--- config.mk ---
export PLATFORM = sky130hd
export DESIGN_NAME = instr_fetch
export DESIGN_NICKNAME = d
export VERILOG_FILES = /design/src/rtl/instr_fetch.sv
export SDC_FILE = /design/constraint.sdc
export NUM_CORES = 1
export LEC_CHECK = 0
export CAP_MARGIN = 15
export CORE_ASPECT_RATIO = 2
export CORE_UTILIZATION = 48
export CTS_BUF_LIST = sky130_fd_sc_hd__clkbuf_4 sky130_fd_sc_hd__clkbuf_8
export CTS_CLUSTER_DIAMETER = 80
export DETAILED_ROUTE_END_ITERATION = 10
export PLACE_DENSITY = 0.8
export SLEW_MARGIN = 20
export SYNTH_ARGS = -nofsm -noshare
export SYNTH_HDL_FRONTEND = slang
export SYNTH_SLANG_ARGS = --single-unit
--- constraint.sdc ---
create_clock -name clk -period 3.4 [get_ports clk]
set_input_delay 0.51 -clock clk [delete_from_list [all_inputs] [get_ports clk]]
set_output_delay 0.51 -clock clk [all_outputs]
set_load 0.01 [all_outputs]
--- src/rtl/instr_fetch.sv ---
// Instruction fetch unit for the 6502 softcore: reads opcode/operand bytes from a
// synchronous byte memory, sizes each instruction and hands it to the decoder.
module instr_fetch #(
  parameter logic [15:0] RESET_PC = 16'h0200
) (
  input  logic        clk,
  input  logic        rst_n,
  output logic        mem_rd,
  output logic [15:0] mem_addr,
  input  logic [7:0]  mem_rdata,
  input  logic        redirect,
  input  logic [15:0] redirect_pc,
  output logic        instr_valid,
  input  logic        instr_ready,
  output logic [7:0]  instr_opcode,
  output logic [7:0]  instr_op1,
  output logic [7:0]  instr_op2,
  output logic [1:0]  instr_size,
  output logic [15:0] instr_pc,
  output logic [15:0] pc_next,
  output logic [2:0]  dbg_state
);

  // Handshake: an instruction transfers on a rising edge where instr_valid && instr_ready;
  // once valid is high the instruction fields do not change until that transfer or a redirect.

  typedef enum logic [2:0] {
    S_RST    = 3'd0,
    S_FETCH  = 3'd1,
    S_DECODE = 3'd2,
    S_BYTE1  = 3'd3,
    S_BYTE2  = 3'd4,
    S_HOLD   = 3'd5
  } state_t;

  state_t      state;
  logic [15:0] fpc;
  logic [1:0]  dec_size;
  logic        redir;
  logic        rd_en;
  logic [15:0] rd_addr;

  function automatic logic [1:0] op_len(input logic [7:0] op);
    case (op)
      8'h4C: op_len = 2'd3;
      8'hA9, 8'hA5, 8'hA2, 8'hA6, 8'hA0, 8'hA4, 8'h85, 8'h86, 8'h84,
      8'h69, 8'hE9, 8'h29, 8'h49, 8'h45, 8'h09, 8'h05, 8'hE6, 8'hC6,
      8'hF0, 8'hD0, 8'hB0, 8'h90, 8'h30, 8'h10, 8'h50, 8'h70:
        op_len = 2'd2;
      default: op_len = 2'd1;
    endcase
  endfunction

  assign dec_size  = op_len(mem_rdata);
  // Redirect cannot interrupt the post-reset cycle.
  assign redir     = redirect && (state != S_RST);
  assign dbg_state = state;
  assign pc_next   = instr_pc + {14'd0, instr_size};

  always_comb begin
    rd_en   = 1'b0;
    rd_addr = fpc;
    case (state)
      S_FETCH: begin
        rd_en   = 1'b1;
        rd_addr = fpc;
      end
      S_DECODE: begin
        rd_en   = (dec_size != 2'd1);
        rd_addr = fpc + 16'd1;
      end
      S_BYTE1: begin
        rd_en   = (instr_size == 2'd3);
        rd_addr = fpc + 16'd2;
      end
      S_HOLD: begin
        rd_en   = instr_ready;
        rd_addr = fpc + {14'd0, instr_size};
      end
      default: begin
        rd_en   = 1'b0;
        rd_addr = fpc;
      end
    endcase
    if (redir) rd_en = 1'b0;
  end

  assign mem_rd   = rd_en;
  assign mem_addr = rd_en ? rd_addr : 16'h0000;

  always_ff @(posedge clk or negedge rst_n) begin
    if (!rst_n) begin
      state        <= S_RST;
      fpc          <= RESET_PC;
      instr_valid  <= 1'b0;
      instr_opcode <= 8'h00;
      instr_op1    <= 8'h00;
      instr_op2    <= 8'h00;
      instr_size   <= 2'd1;
      instr_pc     <= RESET_PC;
    end else if (redir) begin
      fpc         <= redirect_pc;
      state       <= S_FETCH;
      instr_valid <= 1'b0;
    end else begin
      case (state)
        S_RST:   state <= S_FETCH;
        S_FETCH: state <= S_DECODE;
        S_DECODE: begin
          instr_opcode <= mem_rdata;
          instr_pc     <= fpc;
          instr_op1    <= 8'h00;
          instr_op2    <= 8'h00;
          instr_size   <= dec_size;
          if (dec_size == 2'd1) begin
            state       <= S_HOLD;
            instr_valid <= 1'b1;
          end else begin
            state <= S_BYTE1;
          end
        end
        S_BYTE1: begin
          instr_op1 <= mem_rdata;
          if (instr_size == 2'd3) begin
            state <= S_BYTE2;
          end else begin
            state       <= S_HOLD;
            instr_valid <= 1'b1;
          end
        end
        S_BYTE2: begin
          instr_op2   <= mem_rdata;
          state       <= S_HOLD;
          instr_valid <= 1'b1;
        end
        S_HOLD: begin
          // The next opcode read was issued this cycle, so go straight to DECODE.
          if (instr_ready) begin
            fpc         <= fpc + {14'd0, instr_size};
            instr_valid <= 1'b0;
            state       <= S_DECODE;
          end
        end
        default: state <= S_RST;
      endcase
    end
  end

endmodule

# Yosys cells after proc, flatten, opt, wreduce, memory -nomap -nowiden
# Index checks and enable logic that the tools add are counted.
[totals]
in_bits = 28
romBits = 0
latch_bits = 0
word_cells = 85
mem_bits_rw = 0
memories = 0
register_bits = 62
[op_classes]
n_lt_le_gt_ge = 0
shifts = 0
multipliers = 0
reduce_logical = 14
bitwise = 1
addsub = 4
n_eq_ne = 38
muxes = 20
n_div = 0
[op_table]
columns = ["op", "n"]
rows = [
  ["8-bit == test, second input constant", 16],
  ["16-bit 2-to-1 mux", 4],
  ["8-bit by 7-bit == test with 1-bit output, second input constant", 6],
  ["16-bit case mux with 3 select lines", 1],
  ["16-bit by 2-bit adder with 16-bit output", 2],
  ["8-bit case mux with 2 select lines", 2],
  ["26-bit OR reduction", 1],
  ["3-bit case mux with 6 select lines", 1],
  ["16-bit by 1-bit adder with 16-bit output, second input constant", 1],
  ["16-bit by 2-bit adder with 16-bit output, second input constant", 1],
  ["8-bit by 6-bit == test with 1-bit output, second input constant", 2],
  ["3-bit 2-to-1 mux", 3],
  ["3-bit != test, second input constant", 3],
  ["8-bit by 3-bit == test with 1-bit output, second input constant", 1],
  ["8-bit by 4-bit == test with 1-bit output, second input constant", 1],
  ["8-bit by 5-bit == test with 1-bit output, second input constant", 1],
  ["1-bit case mux with 4 select lines", 2],
  ["2-bit AND reduction", 4],
  ["2-bit nonzero test", 4],
  ["3-bit by 2-bit == test with 1-bit output, second input constant", 2],
  ["3-bit == test, second input constant", 2],
  ["1-bit 2-to-1 mux", 6],
  ["5-bit nonzero test", 1],
  ["2-bit case mux with 2 select lines", 1],
  ["other kinds (9)", 9],
]

# Longest topological paths before layout
[logic_depth]
word_depth = 7
depth_mapped = 8

# Worst setup path before layout
# OpenSTA, ideal clock, no wires.
[synth_path]
path_type = "register -> output"
startpoint = "register instr_size[0]"
endpoint = "output pc_next[14]"
path_stages_with_launch = 9
path_buffers = 0
arrival_time_ps = 2163
setup_slack_ps = 727
path_cell_list = "dfstp_2 -> ha_1 -> inv_1 -> fa_1 -> and3b_1 -> nand2_1 -> nor3_1 -> nand3_1 -> xnor2_1"
[synth_via]
elab_chain_len = 1
[synth_lines]
columns = ["element", "line", "rtl"]
rows = [
  ["start: declaration", "18", "output logic [1:0] instr_size,"],
  ["start signal: assignment", "114", "instr_size <= dec_size;"],
  ["16-bit by 2-bit adder with 16-bit output", "58", "assign pc_next = instr_pc + {14'd0, instr_size};"],
  ["end: declaration", "20", "output logic [15:0] pc_next,"],
]
# Every way passes these cells.

# Worst setup path in the final report
[layout_path]
startpoint = "input mem_rdata[4]"
endpoint = "output mem_addr[0]"
[layout_via]
elab_chain_len = 7
elab_cells_between_ends = 33
classes_between = "eq/ne: 28; mux: 4; reduce/logical: 1"
[layout_lines]
columns = ["element", "line", "rtl"]
rows = [
  ["start: declaration", "10", "input logic [7:0] mem_rdata,"],
  ["8-bit == test, or another cell as far along", "44", "case (op)"],
  ["26-bit OR reduction", "44", ""],
  ["2-bit case mux with 2 select lines *", "44", ""],
  ["2-bit by 1-bit != test with 1-bit output *", "69", "rd_en = (dec_size != 2'd1);"],
  ["1-bit case mux with 4 select lines *", "63", "case (state)"],
  ["1-bit 2-to-1 mux *", "85", "if (redir) rd_en = 1'b0;"],
  ["16-bit 2-to-1 mux *", "89", "assign mem_addr = rd_en ? rd_addr : 16'h0000;"],
  ["end: declaration", "9", "output logic [15:0] mem_addr,"],
]
# Mark *: on every way between the ends. The rest lies on a longest branch, timed or not.

==> impl_metrics.py <==
metrics = {
    "logic_synthesis": {
        "yosysMostFrequentCell": "nand2_1",
        "synth_top_family_by_area": "simple AND/OR/NAND/NOR gates",
        "synth_nets": 517,
        "synth_seq_area_share": 0.398,
        "synthArstFlopShare": 1.00,
        "avgSynthCellArea_um2": 8.12,
        "synthSimpleGateAreaFrac": 0.271,
        "yosysTopAreaCell": "dfrtp_1",
        "ys_warn_count": 0,
        "synth-edff-count": 0,
        "synth.distinct_cells": 61,
        "synth_ff_type": "dfrtp_1",
        "synthTopCellsByArea": "dfrtp_1 38%, nand2_1 12%, xor2_1 4.7%",
        "synthAdderAreaFrac": 0.0295,
        "syn-cell-area_mm2": 0.00390,
        "ys_ff_latch": 62,
        "synth.area.mux_share": 0.0109,
        "synth_cells": 481,
        "synth_top_area_frac": 0.378,
        "synth_xor_area_frac": 0.0875,
        "synth-compound-area-share": 0.154,
        "yosys-top-cells-count": "121 x nand2_1, 59 x dfrtp_1, 37 x nor2_1",
    },
    "critical_path": {
        "reg2regPathDepth": 8,
        "endpoint": "mem_addr[0]",
        "crit_path_max_incr_delay_ns": 0.57,
        "r2r_end": "fpc[14]",
        "worst-path-stages": 7,
        "startpoint": "mem_rdata[4]",
        "path_cells": "clkdlybuf4s50_1 -> or3b_4 -> a211oi_2 -> o22a_2 -> o21ai_4 -> a221oi_2 -> clkdlybuf4s50_1",
        "crit_type": "in2out",
        "cp.arrival_ns": 2.83,
        "required_ns": 2.89,
        "endpoint_kind": "output port",
        "crit_slowest_cell": "clkdlybuf4s50_1",
        "cp_top_family": "buffers and inverters",
        "path_common_cell": "clkdlybuf4s50_1",
        "r2r_slack_ns": 0.95,
        "cp_num_buf_inv": 2,
        "critical_path.max_fanout": 9,
        "r2r-start": "instr_size[0]",
        "start_kind": "input port",
    },
    "place": {
        "dp_hpwl_mm": 8.85,
        "place.gp.congestion": 0.966,
        "preCtsSetupSlack_ns": -0.108,
        "port_buffers": 106,
    },
    "detailed_routing": {
        "wl_per_cell_um": 17.1,
        "routed-via-count": 3938,
        "wl_mm": 12.0,
        "drtPass1Iterations": 4,
        "drt_iter0_drc": 281,
        "antenna_left": 0,
        "via_per_inst": 5.59,
        "drc": 0,
    },
    "timing": {
        "finalCriticalPeriod_ns": 3.34,
        "finalHoldViolations": 0,
        "worst_pin_slew_ns": 0.585,
        "worst_slack_ns": 0.0647,
        "setup_viol": 0,
        "min_period_over_period": 0.981,
        "maxSlewHeadroom": 0.610,
        "holdWs_ns": 0.152,
        "finClkSkew_ns": 0.00993,
        "slew_violations": 0,
        "fmax_mhz": 300,
    },
    "die": {
        "dieArea_mm2": 0.00852,
        "num_rows": 46,
        "die_y_um": 130,
        "core_mm2": 0.00789,
        "io_pins": 107,
        "die_x_um": 65.8,
        "start_util": 0.495,
    },
    "global_route": {
        "grt_max_degree": 45,
        "grt_most_used_layer": "met2",
        "antenna_found_initial": 0,
        "gr-usage-met1": 0.300,
        "track_usage": 0.303,
        "use_met3": 0.0546,
        "met2_usage": 0.549,
        "grt_pass1_vias": 3948,
        "grt_first_pass_wirelength_mm": 19.1,
        "grt_remaining_overflow": 0,
    },
    "clocking": {
        "ctsHoldBuffers": 0,
        "cts_htree_levels": 3,
        "worstSkewPairLatency_ns": 0.35,
        "cts_root_buffer": "clkbuf_8",
        "cts_sinks": 62,
        "clk_pin_slew_ns": 0.07,
        "cts-buffers-inserted": 9,
        "clockBufferDepth": 2,
        "cts_tree": "done",
    },
    "final_layout": {
        "diodes": 0,
        "drive_above_1_share": 0.133,
        "nets": 639,
        "syn2layout_area_growth_pct": 40.8,
    },
    "pwr": {
        "ir_drop_mv": 0.599,
        "p_leak_nw": 2.51,
        "powerDensity_mw_per_mm2": 918,
    },
    "worst_hold_path": {
        "hp-class": "in2async",
    },
    "run": {
        "maxCapViolations": 0,
    },
    "run_status": {
        "status": "finished clean",
    },
}
==> flip-flops by register name, summed over array words and instances, names as in the netlist <==
register	flops
instr_valid	1
instr_size	2
instr_opcode	8
instr_op1	8
instr_pc	16
instr_op2	8
dbg_state	3
fpc	16
==> metal layers <==
| layer | wire length, um | part of all wire |
|---|---|---|
| met1 | 4100 | 0.34 |
| met5 | 0 | 0 |
| met4 | 724 | 0.060 |
| met3 | 520 | 0.043 |
| met2 | 6680 | 0.56 |
==> per-stage QoR <==
step / power (mW) / cells / setup TNS [ns] / utilization / instance area [um^2]
finish: 5.05 / 704 / 0 / 0.697 / 5500
global route: 5.39 / 704 / -0.00837 / 0.697 / 5500
CTS: 5.06 / 703 / 0 / 0.691 / 5450
detailed placement: 4.30 / 687 / -0.748 / 0.660 / 5210
global placement: 4.26 / 687 / 0 / 0.660 / 5210
floorplan: 2.84 / 481 / 0 / - / 3910
==> report_power, final <==
group	internal, mW	total [mW]	switching [mW]
sequential	1.08	1.47	0.388
combinational	1.41	2.84	1.42
clock	0.442	0.739	0.297
total	2.94	5.05	2.11
==> worst min path at each step <==
stage | start | endpoint | slack [ns] | depth (start not counted)
finish | rst_n | instr_op1[0] | 0.15 | 1
global route | rst_n | instr_op1[0] | 0.19 | 1
CTS | rst_n | instr_op1[0] | 0.35 | 1
detailed placement | instr_opcode[7] | instr_opcode[7] | 0.47 | 2
global placement | instr_opcode[5] | instr_opcode[5] | 0.46 | 2
floorplan | rst_n | dbg_state[0] | 0.21 | 0
==> layout make-up <==
class                   instances  area, um^2
fillers                       665        2390
multi-input cells             377        2210
flip-flops and latches         62        1560
repair buffers                142        1340
clock buffers                  11         145
well taps                      96         120
clock inverters                 5        83.8
inverters                      11        41.3
==> kinds of logic (layout without fill, tap and decap cells) <==
kind of cell / Yosys count / in the layout
AOI/OAI and AO/OA: 99 / 99
and+or+nand+nor: 227 / 227
buffers and inverters: 42 / 169
adders and majority gates: 8 / 8
DFF: 62 / 62
muxes: 4 / 4
xor gates and xnor gates: 39 / 39
==> cell usage in the layout (no fill, tap or decap), types with 3 or more instances in the layout <==
master and instances:
clkbuf_8 10, buf_4 37, a31oi_1 3, o21ai_0 32, xnor2_1 18, xor2_1 21, nand2b_1 4, nor3_2 4
dlymetal6s2s_1 12, and3_1 3, nand2_1 121, clkdlybuf4s50_1 87, o211ai_1 5, dlygate4sd2_1 4, nor2_1 37, nand4_1 5
ha_1 5, inv_1 11, dfstp_2 3, nand3_1 24, nor3_1 6, dfrtp_1 58, a211oi_1 3, a21oi_1 34
==> what timing repair did <==
| action | 4_1_cts | 5_1_grt |
|---|---|---|
| gates cloned | 0 | 0 |
| gates resized for setup | 10 | 22 |
| pin swaps | 1 | 3 |
| setup buffers | 0 | 1 |
| setup endpoints to repair | 18 | 15 |
Power figures use the tool's default switching activity.
